File: src/rtl/pong_pkg.sv
// pong_pkg: shared match-state, winner and player codes for the ping-pong match controller.
package pong_pkg;
    typedef enum logic [1:0] {
        ATTRACT  = 2'd0,
        SERVE    = 2'd1,
        RALLY    = 2'd2,
        GAMEOVER = 2'd3
    } match_state_e;
    localparam logic [1:0] WIN_NONE = 2'd0;
    localparam logic [1:0] WIN_P1   = 2'd1;
    localparam logic [1:0] WIN_P2   = 2'd2;
    localparam logic PLAYER_1 = 1'b0;
    localparam logic PLAYER_2 = 1'b1;
endpackage

File: src/rtl/pong_match_ctrl_if.sv
// pong_match_ctrl_if: button/point inputs and score/display outputs of the match controller.
interface pong_match_ctrl_if #(parameter int SCORE_W = 4);
    logic               start;
    logic               point_p1;
    logic               point_p2;
    logic [SCORE_W-1:0] sc1;
    logic [SCORE_W-1:0] sc2;
    logic               start_o;
    logic               reset_game;
    logic               serve_p;
    logic [1:0]         winner;
    modport master (
        output start, point_p1, point_p2,
        input  sc1, sc2, start_o, reset_game, serve_p, winner
    );
    modport slave (
        input  start, point_p1, point_p2,
        output sc1, sc2, start_o, reset_game, serve_p, winner
    );
endinterface

File: src/rtl/pong_score_ctr.sv
// pong_score_ctr: per-player score counter with sync clear, load and increment.
module pong_score_ctr #(parameter int W = 4) (
    input  logic         clk,
    input  logic         rst,
    input  logic         clr,
    input  logic         inc,
    input  logic         ld,
    input  logic [W-1:0] d,
    output logic [W-1:0] q
);
    always_ff @(posedge clk)
        q <= (rst || clr) ? '0 : ld ? d : inc ? q + 1'b1 : q;
endmodule

File: src/rtl/pong_match_ctrl.sv
// pong_match_ctrl: attract/serve/rally/gameover sequencing, scoring, win detection and winner hold.
// Define WIN_BY_TWO_EN to require a two-point lead, with deuce normalisation.
module pong_match_ctrl
    import pong_pkg::*;
#(
    parameter int WIN_SCORE   = 7,
    parameter int SCORE_W     = 4,
    parameter int SERVE_DELAY = 50,
    parameter int HOLD_CYCLES = 200
) (
    input  logic            clk,
    input  logic            reset,
    pong_match_ctrl_if.slave bus
);
    localparam logic [1:0] S_ATTRACT  = ATTRACT;
    localparam logic [1:0] S_SERVE    = SERVE;
    localparam logic [1:0] S_RALLY    = RALLY;
    localparam logic [1:0] S_GAMEOVER = GAMEOVER;
    localparam int TMAX = SERVE_DELAY > HOLD_CYCLES ? SERVE_DELAY : HOLD_CYCLES;
    localparam int TW   = $clog2(TMAX + 1);

    logic [1:0]         state, state_nx;
    logic [TW-1:0]      timer;
    logic [SCORE_W-1:0] sc1, sc2, n1, n2;
    logic               start_acc, p1_pt, p2_pt, replay, deuce, win1, win2, go_serve, timer_done;
    logic               serve_p, reset_game, start_o;
    logic [1:0]         winner;

    always_comb begin
        start_acc  = state == S_ATTRACT && bus.start;
        p1_pt      = state == S_RALLY && bus.point_p1 && !bus.point_p2;
        p2_pt      = state == S_RALLY && bus.point_p2 && !bus.point_p1;
        replay     = state == S_RALLY && bus.point_p1 && bus.point_p2;
        n1         = sc1 + SCORE_W'(p1_pt);
        n2         = sc2 + SCORE_W'(p2_pt);
`ifdef WIN_BY_TWO_EN
        deuce      = (p1_pt || p2_pt) && n1 == n2 && int'(n1) >= WIN_SCORE;
        win1       = p1_pt && int'(n1) >= WIN_SCORE && int'(n1) >= int'(n2) + 2;
        win2       = p2_pt && int'(n2) >= WIN_SCORE && int'(n2) >= int'(n1) + 2;
`else
        deuce      = 1'b0;
        win1       = p1_pt && int'(n1) == WIN_SCORE;
        win2       = p2_pt && int'(n2) == WIN_SCORE;
`endif
        go_serve   = start_acc || replay || ((p1_pt || p2_pt) && !win1 && !win2);
        timer_done = timer == (state == S_SERVE ? TW'(SERVE_DELAY - 1) : TW'(HOLD_CYCLES - 1));
        state_nx   = go_serve ? S_SERVE :
                     (win1 || win2) ? S_GAMEOVER :
                     (timer_done && state == S_SERVE) ? S_RALLY :
                     (timer_done && state == S_GAMEOVER) ? S_ATTRACT : state;
    end

    // Timer only advances inside the two timed states and restarts on every entry.
    always_ff @(posedge clk) begin
        if (reset) begin
            state      <= S_ATTRACT;
            timer      <= '0;
            serve_p    <= PLAYER_1;
            reset_game <= 1'b0;
            start_o    <= 1'b1;
            winner     <= WIN_NONE;
        end else begin
            state      <= state_nx;
            timer      <= (state_nx == state && (state == S_SERVE || state == S_GAMEOVER)) ? timer + 1'b1 : '0;
            serve_p    <= start_acc ? PLAYER_1 : p1_pt ? PLAYER_1 : p2_pt ? PLAYER_2 : serve_p;
            reset_game <= go_serve;
            start_o    <= state_nx == S_ATTRACT;
            winner     <= start_acc ? WIN_NONE : win1 ? WIN_P1 : win2 ? WIN_P2 : winner;
        end
    end

    pong_score_ctr #(.W(SCORE_W)) u_sc1 (
        .clk(clk), .rst(reset), .clr(start_acc), .inc(p1_pt && !deuce),
        .ld(deuce), .d(SCORE_W'(WIN_SCORE - 1)), .q(sc1)
    );
    pong_score_ctr #(.W(SCORE_W)) u_sc2 (
        .clk(clk), .rst(reset), .clr(start_acc), .inc(p2_pt && !deuce),
        .ld(deuce), .d(SCORE_W'(WIN_SCORE - 1)), .q(sc2)
    );

    assign bus.sc1        = sc1;
    assign bus.sc2        = sc2;
    assign bus.start_o    = start_o;
    assign bus.reset_game = reset_game;
    assign bus.serve_p    = serve_p;
    assign bus.winner     = winner;
endmodule

File: src/flat_wrapper.sv
// flat-port wrapper written by rule: the top's interface ports become plain ports
module pong_match_ctrl_flat import pong_pkg::*;
#(
    parameter int WIN_SCORE   = 7,
    parameter int SCORE_W     = 4,
    parameter int SERVE_DELAY = 50,
    parameter int HOLD_CYCLES = 200
)
  (clk, reset, bus_start, bus_point_p1, bus_point_p2, bus_sc1, bus_sc2, bus_start_o, bus_reset_game, bus_serve_p, bus_winner);
  pong_match_ctrl_if #(.SCORE_W(SCORE_W)) bus_i ();
  input  logic clk;
  input  logic reset;
  input wire logic [$bits(bus_i.start)-1:0] bus_start;
  input wire logic [$bits(bus_i.point_p1)-1:0] bus_point_p1;
  input wire logic [$bits(bus_i.point_p2)-1:0] bus_point_p2;
  output wire logic [$bits(bus_i.sc1)-1:0] bus_sc1;
  output wire logic [$bits(bus_i.sc2)-1:0] bus_sc2;
  output wire logic [$bits(bus_i.start_o)-1:0] bus_start_o;
  output wire logic [$bits(bus_i.reset_game)-1:0] bus_reset_game;
  output wire logic [$bits(bus_i.serve_p)-1:0] bus_serve_p;
  output wire logic [$bits(bus_i.winner)-1:0] bus_winner;
  assign bus_i.start = bus_start;
  assign bus_i.point_p1 = bus_point_p1;
  assign bus_i.point_p2 = bus_point_p2;
  assign bus_sc1 = bus_i.sc1;
  assign bus_sc2 = bus_i.sc2;
  assign bus_start_o = bus_i.start_o;
  assign bus_reset_game = bus_i.reset_game;
  assign bus_serve_p = bus_i.serve_p;
  assign bus_winner = bus_i.winner;
  pong_match_ctrl #(.WIN_SCORE(WIN_SCORE), .SCORE_W(SCORE_W), .SERVE_DELAY(SERVE_DELAY), .HOLD_CYCLES(HOLD_CYCLES)) u_core (.clk(clk), .reset(reset), .bus(bus_i));
endmodule
File: config.mk
export PLATFORM = sky130hd
export DESIGN_NAME = pong_match_ctrl_flat
export DESIGN_NICKNAME = d
export VERILOG_FILES = /design/src/rtl/pong_pkg.sv /design/src/rtl/pong_match_ctrl_if.sv /design/src/rtl/pong_score_ctr.sv /design/src/rtl/pong_match_ctrl.sv /design/src/flat_wrapper.sv
export SDC_FILE = /design/constraint.sdc
export NUM_CORES = 1
export LEC_CHECK = 0
export CAP_MARGIN = 20
export CORE_MARGIN = 5
export CORE_UTILIZATION = 40
export DETAILED_ROUTE_END_ITERATION = 16
export SLEW_MARGIN = 20
export SYNTH_ARGS = -nofsm -noshare
export SYNTH_HDL_FRONTEND = slang
export SYNTH_SLANG_ARGS = --single-unit
File: constraint.sdc
create_clock -name clk -period 6.3 [get_ports clk]
set_input_delay 0.945 -clock clk [delete_from_list [all_inputs] [get_ports clk]]
set_output_delay 0.945 -clock clk [all_outputs]
set_load 0.02 [all_outputs]
# Yosys cells after proc, flatten, opt, wreduce, memory -nomap -nowiden
# Index checks and enable logic that the tools add are counted.
# word_totals
register_bits	23
inputBits	5
out_inout_bits	13
# op_classes
add_sub_neg	5
eq_ne	7
mux	7
bitwise	1
reduce_logical	30
# ops
cell	count
1-bit logical AND	13
4-bit by 1-bit adder with 4-bit output	2
4-bit by 1-bit adder with 4-bit output (second input constant)	2
8-bit by 1-bit adder with 8-bit output (second input constant)	1
4-bit equality test (second input constant)	2
8-bit equality test	1
2-bit 2-to-1 mux	4
8-bit 2-to-1 mux	1
1-bit logical OR	6
3-bit OR reduction	2
2-bit equality test (second input constant)	2
1-bit logical NOT	4
2-bit logical NOT	2
2-bit OR reduction	2
2-bit by 1-bit equality test with 1-bit output (second input constant)	1
2-bit equality test	1
1-bit 2-to-1 mux	2
2-bit nonzero test	1
1-bit NOT	1

# Logic depth before layout (Yosys ltp)
# Gate-level depths: netlist of run 1.
# logic_depth
depth_word	15
mapped_depth	10
depth_no_buf	8

# Cells and area by module
# From an unflattened synthesis of run 1, not the netlist that was laid out.
# hier_totals
cells_unflattened	141
area_unflattened_um2	1283.7
# modules_own_cells
mod	instances	cells_per_inst	area_each_um2
pong_match_ctrl	1	95	890.9
pong_score_ctr	2	23	196.4

# Worst setup path before layout of run 1
# Ideal clock, no wire load.
# synth_timing
path_type	input-to-reg
start	in bus_point_p1
end	reg u_core.state[1]
t_arrival_ns	2.571
required_ns	6.184
path_slack_ns	3.613
path_stages	9
path_buffers	1
path_cell_list	and4bb_1 > buf_2 > ha_1 > ha_1 > and2_0 > o2111ai_2 > nand2_1 > a311o_1 > and3_1
# synth_between
elab_chain_cells	10
word_cells_on_any_way	21
cone_classes	2 x add/sub; 2 x eq/ne; 2 x mux; 15 x reduce/logical
# synth_lines
element	line_no	text
start, declared	flat_wrapper.sv:14	input wire logic [$bits(bus_i.point_p1)-1:0] bus_point_p1;
1-bit logical AND	pong_match_ctrl.sv:31, pong_match_ctrl.sv:33	
1-bit logical AND	pong_match_ctrl.sv:31	p1_pt = state == S_RALLY && bus.point_p1 && !bus.point_p2;
4-bit by 1-bit adder with 4-bit output	pong_match_ctrl.sv:34	n1 = sc1 + SCORE_W'(p1_pt);
4-bit equality test	pong_match_ctrl.sv:42	win1 = p1_pt && int'(n1) == WIN_SCORE;
1-bit logical AND	pong_match_ctrl.sv:42	
1-bit logical NOT	pong_match_ctrl.sv:45	go_serve = start_acc || replay || ((p1_pt || p2_pt) && !win1 && !win2);
1-bit logical AND (2 in series)	pong_match_ctrl.sv:45	
1-bit logical OR	pong_match_ctrl.sv:45	
2-bit 2-to-1 mux (*)	pong_match_ctrl.sv:47	state_nx = go_serve ? S_SERVE :
end signal, assigned	pong_match_ctrl.sv:63	state <= state_nx;
end, declared	pong_match_ctrl.sv:22	logic [1:0] state, state_nx;
# Mark *: on every way between the ends. The rest lies on a longest branch, timed or not.
# A chain may end at the register's enable or synchronous reset.

# Worst setup path in the final report of run 1
# layout_timing
start	in bus_point_p2
end	reg u_core.state[1]
# layout_between
elab_chain_cells	10
word_cells_on_any_way	21
cone_classes	2 x add/sub; 2 x eq/ne; 2 x mux; 15 x reduce/logical
# layout_lines
element	line_no	text
start, declared	flat_wrapper.sv:15	input wire logic [$bits(bus_i.point_p2)-1:0] bus_point_p2;
1-bit logical NOT	pong_match_ctrl.sv:31	
1-bit logical AND	pong_match_ctrl.sv:31	
4-bit by 1-bit adder with 4-bit output	pong_match_ctrl.sv:34	
4-bit equality test	pong_match_ctrl.sv:42	
1-bit logical AND	pong_match_ctrl.sv:42	
1-bit logical NOT	pong_match_ctrl.sv:45	
1-bit logical AND (2 in series)	pong_match_ctrl.sv:45	
1-bit logical OR	pong_match_ctrl.sv:45	
2-bit 2-to-1 mux (*)	pong_match_ctrl.sv:47	
# Marked as above.

==> flow_metrics.py, run 1 <==
metrics = {
    "status": {
        "status": "finished clean",
    },
    "critical_path": {
        "cp.arrival_ns": 3.24,
        "cp-start-kind": "input port",
        "end_kind": "register",
        "cp_max_fo": 7,
        "path_class": "input port to register",
        "cp_data_required_time_ns": 6.52,
    },
    "clock_tree": {
        "cts_sinks": 23,
        "cts_root_buf": "clkbuf_4",
        "numCtsBuffers": 3,
        "post_cts_buffers": 0,
        "cts.clk_slew.worst_paths_ns": 0.13,
        "clockBufferDepth": 2,
        "cts_tree": "built",
        "cts-hold-fix-buffers": 0,
        "insertion_delay_ns": 0.31,
        "htreeDepth": 1,
        "cts_resized": 0,
    },
    "sta": {
        "tightestPinTransition_ns": 0.411,
        "period_minus_slack_ns": 3.02,
        "rsz0062_at_grt": "no",
        "finalHoldViolations": 0,
        "slew_viol_final": 0,
        "finalSetupViolCount": 0,
        "worst_clock_skew_ns": 0.00198,
        "clock.fmax_ghz": 0.331,
        "slew_headroom_pct": 72.5,
        "setup_tns_ns": 0,
        "min_period_over_period_pct": 47.9,
    },
    "cells_and_area": {
        "final_nets": 155,
        "mostFrequentLayoutCells": "23 x dfxtp_1, 22 x nor2_1, 17 x clkdlybuf4s50_1",
        "post-route-cell-area_um2": 1380,
        "diodes": 0,
        "drive_above_1_share_pct": 7.75,
        "syn_to_final_growth_pct": 17.2,
        "layoutNonFillerInstCount": 173,
        "final_common_cell": "dfxtp_1",
        "final_util_pct": 49.6,
        "fillers": 275,
    },
    "die": {
        "die_h_um": 64.3,
        "rows": 19,
        "core-area_um2": 2780,
        "die_w_um": 64.3,
        "die_area_um2": 4130,
        "start_util_pct": 42.3,
        "ios": 18,
    },
    "placed_design": {
        "hpwl_um": 1650,
        "portBuffers": 17,
        "dpl.cell_count": 169,
        "gp_congestion": 0.734,
        "placed_area_um2": 1350,
    },
    "logic_synthesis": {
        "ys.flop_type": "dfxtp_1",
        "ys_top_cells_by_area": "dfxtp_1 39%, ha_1 7.4%, xor2_1 7.4%",
        "synth_top_area_cell": "dfxtp_1",
        "async_flop_share_pct": 0,
        "synth_nets": 139,
        "ys_seq_area_share_pct": 39.1,
        "synth.avg_cell_area_um2": 9.27,
        "ys_seq_elements": 23,
        "synth-edff-count": 0,
        "synth_cells": 127,
        "yosysWarningCount": 0,
        "syn_area_um2": 1180,
        "synth.distinct_cells": 38,
        "synth_top_area_share_pct": 39.1,
    },
    "global_routing": {
        "antenna_found_initial": 0,
        "grt_max_degree": 14,
        "grt_pass1_wl_um": 3850,
        "grt_usage_pct": 11.4,
        "grt-ovfl-total": 0,
        "grt_pass1_vias": 867,
    },
    "run": {
        "cap_viol_max_count": 0,
    },
    "drt": {
        "wirelength_um": 2270,
        "wire_per_inst_um": 13.1,
        "antenna_left": 0,
        "via_per_inst": 5.18,
        "drtIter0Drc": 29,
        "dr.pass1.iters": 4,
        "drc": 0,
        "num_vias": 897,
    },
    "power_and_ir_drop": {
        "cellPowerDensity_nw_per_um2": 171,
        "cellLeakagePower_nw": 0.541,
        "total_power_mw": 0.236,
        "ir_drop_uv": 135,
    },
    "min_path": {
        "hp-class": "register to register",
    },
}
==> layout make-up <==
class	instances	area, µm²	share of cell area, %
multi-input combinational	92	661	47.9
sequential	23	460	33.4
timing repair buffer	17	170	12.3
tap	31	38.8	2.81
clock buffer	3	22.5	1.63
inverter	6	22.5	1.63
clock inverter	1	5.00	0.363
==> Yosys cell counts (2+ instances only) <==
library cell	n
a21oi_1	2
a31oi_1	2
and3_1	3
and4bb_1	2
buf_2	3
clkbuf_1	2
dfxtp_1	23
ha_1	7
inv_1	6
mux2i_1	2
nand2_1	7
nand3_1	4
nand4_1	4
nor2_1	22
nor3_1	2
xnor2_1	5
xor2_1	10
==> report_power, final <==
part | switching [mW] | internal, mW | leakage [nW]
registers | 0.00229 | 0.147 | 0.186
logic | 0.00865 | 0.00843 | 0.337
clock network | 0.0452 | 0.0237 | 0.0177
==> worst max-delay path, cell delays in order <==
cell and delay (ns):
clkdlybuf4s50_1 0.51, and4bb_1 0.40, ha_1 0.25, ha_1 0.23, and2_0 0.14, o2111ai_2 0.11
nand2_1 0.08, a311o_1 0.38, and3_1 0.17
==> registers in the layout (all words and copies together) (netlist names) <==
register and count:
u_core.state 2, u_core.bus.serve_p 1, u_core.bus.start_o 1, u_core.timer 8
u_core.bus.reset_game 1, u_core.bus.winner 2, u_core.u_sc2.q 4, u_core.u_sc1.q 4
==> logic make-up after synthesis <==
kind of cell    after synthesis  synth area share [%]
simple gates                 51                  22.4
flops                        23                  39.1
compound gates               17                  13.4
xor+xnor                     15                  11.2
buf+inv                      12                  4.78
fa+ha+maj                     7                  7.44
mux                           2                  1.70
==> final timing paths <==
kind	start	to	slack, ns	depth (start not counted)
setup / recovery	bus_point_p2	u_core.state[1]$_SDFF_PP0_	3.28	9
hold / removal	u_core.bus.winner[1]$_SDFFE_PP0P_	u_core.bus.winner[1]$_SDFFE_PP0P_	0.47	2
setup reg to reg	u_core.state[1]$_SDFF_PP0_	u_core.state[1]$_SDFF_PP0_	3.82	8
hold reg to reg	u_core.bus.winner[1]$_SDFFE_PP0P_	u_core.bus.winner[1]$_SDFFE_PP0P_	0.47	2
==> layer usage <==
metal  share of wire [%]  up-vias  track usage [%]  wire length (µm)
li1                    -      469                -                 -
met3                 4.2        4             3.33                96
met5                   0        -                0                 0
met2                  44       14             17.5               989
met4                 1.5        0             4.58                33
met1                  51      410             14.9              1150
==> through the flow <==
step / setup WS [ns] / hold slack [ns]
CTS: 3.29 / 0.471
global placement: 3.00 / 0.456
global route: 3.17 / 0.492
floorplan: 3.61 / 0.434
finish: 3.28 / 0.471
detailed placement: 2.96 / 0.452
(Power assumes the default switching activity.)
==> run 2, diff against run 1 <==
- clock period: 6.3 -> 3 ns (I/O delays scaled with it)
==> run 2 against run 1 <==
Sequential power is 110% higher. Via count increased by 0.78%. Register-to-register slack worse by 3.1 ns. Clock skew down 0.00070 ns. Design area rose by 0.54%. Die area is the same. Largest cell class unchanged. Highest routed layer unchanged.
==> flow_metrics.py, run 2 (synthesis results as in run 1) <==
metrics = {
    "die": {
        "ios": 18,
        "rows": 19,
        "die_h_um": 64.3,
        "start_util_pct": 42.3,
        "die_area_um2": 4130,
        "core-area_um2": 2780,
        "die_w_um": 64.3,
    },
    "power_and_ir_drop": {
        "cellLeakagePower_nw": 0.546,
        "cellPowerDensity_nw_per_um2": 355,
        "ir_drop_uv": 191,
    },
    "global_routing": {
        "grt_pass1_wl_um": 4150,
        "antenna_found_initial": 0,
        "grt_usage_pct": 12.4,
        "grt_max_degree": 14,
        "grt-ovfl-total": 0,
        "grt_pass1_vias": 897,
    },
    "cells_and_area": {
        "mostFrequentLayoutCells": "23 x dfxtp_1, 22 x nor2_1, 17 x clkdlybuf4s50_1",
        "final_nets": 156,
        "final_common_cell": "dfxtp_1",
        "fillers": 275,
        "regMostFlops": "u_core.timer",
        "diodes": 0,
        "multiInputGateArea_um2": 661,
        "layout.area.seq_um2": 460,
        "syn_to_final_growth_pct": 17.9,
        "largest_reg_flops": 8,
        "drive_above_1_share_pct": 8.39,
        "top_regs": "u_core.timer: 8 flops, u_core.u_sc1.q: 4 flops, u_core.u_sc2.q: 4 flops",
    },
    "clock_tree": {
        "numCtsBuffers": 3,
        "cts_root_buf": "clkbuf_4",
        "cts.clk_slew.worst_paths_ns": 0.12,
        "cts_sinks": 23,
        "cts_tree": "built",
        "clockBufferDepth": 2,
        "insertion_delay_ns": 0.31,
        "post_cts_buffers": 0,
        "htreeDepth": 1,
        "cts_resized": 0,
        "cts-hold-fix-buffers": 0,
    },
    "sta": {
        "clock.fmax_ghz": 0.415,
        "rsz0062_at_grt": "no",
        "finalSetupViolCount": 0,
        "tightestPinTransition_ns": 0.377,
        "setup_tns_ns": 0,
        "worst_clock_skew_ns": 0.00128,
        "period_minus_slack_ns": 2.41,
        "min_period_over_period_pct": 80.3,
        "finalHoldViolations": 0,
        "slew_headroom_pct": 74.8,
        "slew_viol_final": 0,
        "whs_ns": 0.471,
    },
    "critical_path": {
        "cp.arrival_ns": 2.63,
        "cp_max_fo": 7,
        "end_kind": "register",
        "cp-start-kind": "input port",
        "path_class": "input port to register",
        "cp_data_required_time_ns": 3.22,
    },
    "drt": {
        "drtIter0Drc": 27,
        "num_vias": 904,
        "dr.pass1.iters": 4,
        "wirelength_um": 2280,
        "drc": 0,
        "wire_per_inst_um": 13.1,
        "via_per_inst": 5.20,
        "antenna_left": 0,
    },
    "run": {
        "cap_viol_max_count": 0,
    },
    "placed_design": {
        "gp_congestion": 0.726,
        "hpwl_um": 1730,
        "portBuffers": 17,
    },
    "status": {
        "status": "finished clean",
    },
    "min_path": {
        "hp-class": "register to register",
    },
}
==> run 2: changes by cell type in the layout (fill, tap and decap cells not counted), sizes merged <==
cell / before / now
buf: 0 / 1
==> run 2: worst max-delay path, stage by stage <==
cell and delay [ns]:
clkdlybuf4s50_1 0.52, and4bb_1 0.34, ha_1 0.25, ha_1 0.19, xor2_1 0.14, nand4_1 0.12
nor2_1 0.08, a311o_1 0.36, and3_1 0.17
==> run 2: per-layer routing <==
metal | part of all wire [%] | global-route usage, % | vias to the layer above
met1 | 52 | 17.1 | 416
met3 | 4.4 | 3.50 | 2
met2 | 43 | 17.8 | 14
met4 | 0.88 | 5.34 | 0
li1 | - | - | 472
met5 | 0 | 0 | -
==> run 2: area by class of cell <==
cell class                      count  share of cell area [%]
Clock buffer                        3                    1.62
Clock inverter                      1                   0.361
Inverter                            6                    1.62
Multi-Input combinational cell     92                    47.6
Sequential cell                    23                    33.2
Tap cell                           31                    2.80
Timing Repair Buffer               18                    12.8
==> run 2: where the power goes <==
part,switching [mW],leakage [nW],internal (mW)
Combinational,0.0178,0.342,0.0177
Clock,0.0926,0.0177,0.0498
Sequential,0.00489,0.186,0.309
==> run 2: stage by stage <==
| stage | util (%) | setup slack (ns) | total power, mW | instances | instance area (µm²) |
|---|---|---|---|---|---|
| after floorplan | - | 0.808 | 0.345 | 127 | 1180 |
| after global placement | 48.9 | 0.290 | 0.356 | 170 | 1360 |
| final | 49.9 | 0.592 | 0.492 | 174 | 1390 |
| after CTS | 49.9 | 0.598 | 0.501 | 174 | 1390 |
| after detailed placement | 48.9 | 0.258 | 0.357 | 170 | 1360 |
| after global routing | 49.9 | 0.373 | 0.517 | 174 | 1390 |
==> run 2: final timing paths <==
kind / end / startpoint / slack, ns / cells past startpoint
hold / removal: u_core.bus.winner[1]$_SDFFE_PP0P_ / u_core.bus.winner[1]$_SDFFE_PP0P_ / 0.47 / 2
setup / recovery: u_core.state[1]$_SDFF_PP0_ / bus_point_p2 / 0.59 / 9
setup reg to reg: u_core.state[1]$_SDFF_PP0_ / u_core.state[1]$_SDFF_PP0_ / 0.68 / 8
hold reg to reg: u_core.bus.winner[1]$_SDFFE_PP0P_ / u_core.bus.winner[1]$_SDFFE_PP0P_ / 0.47 / 2
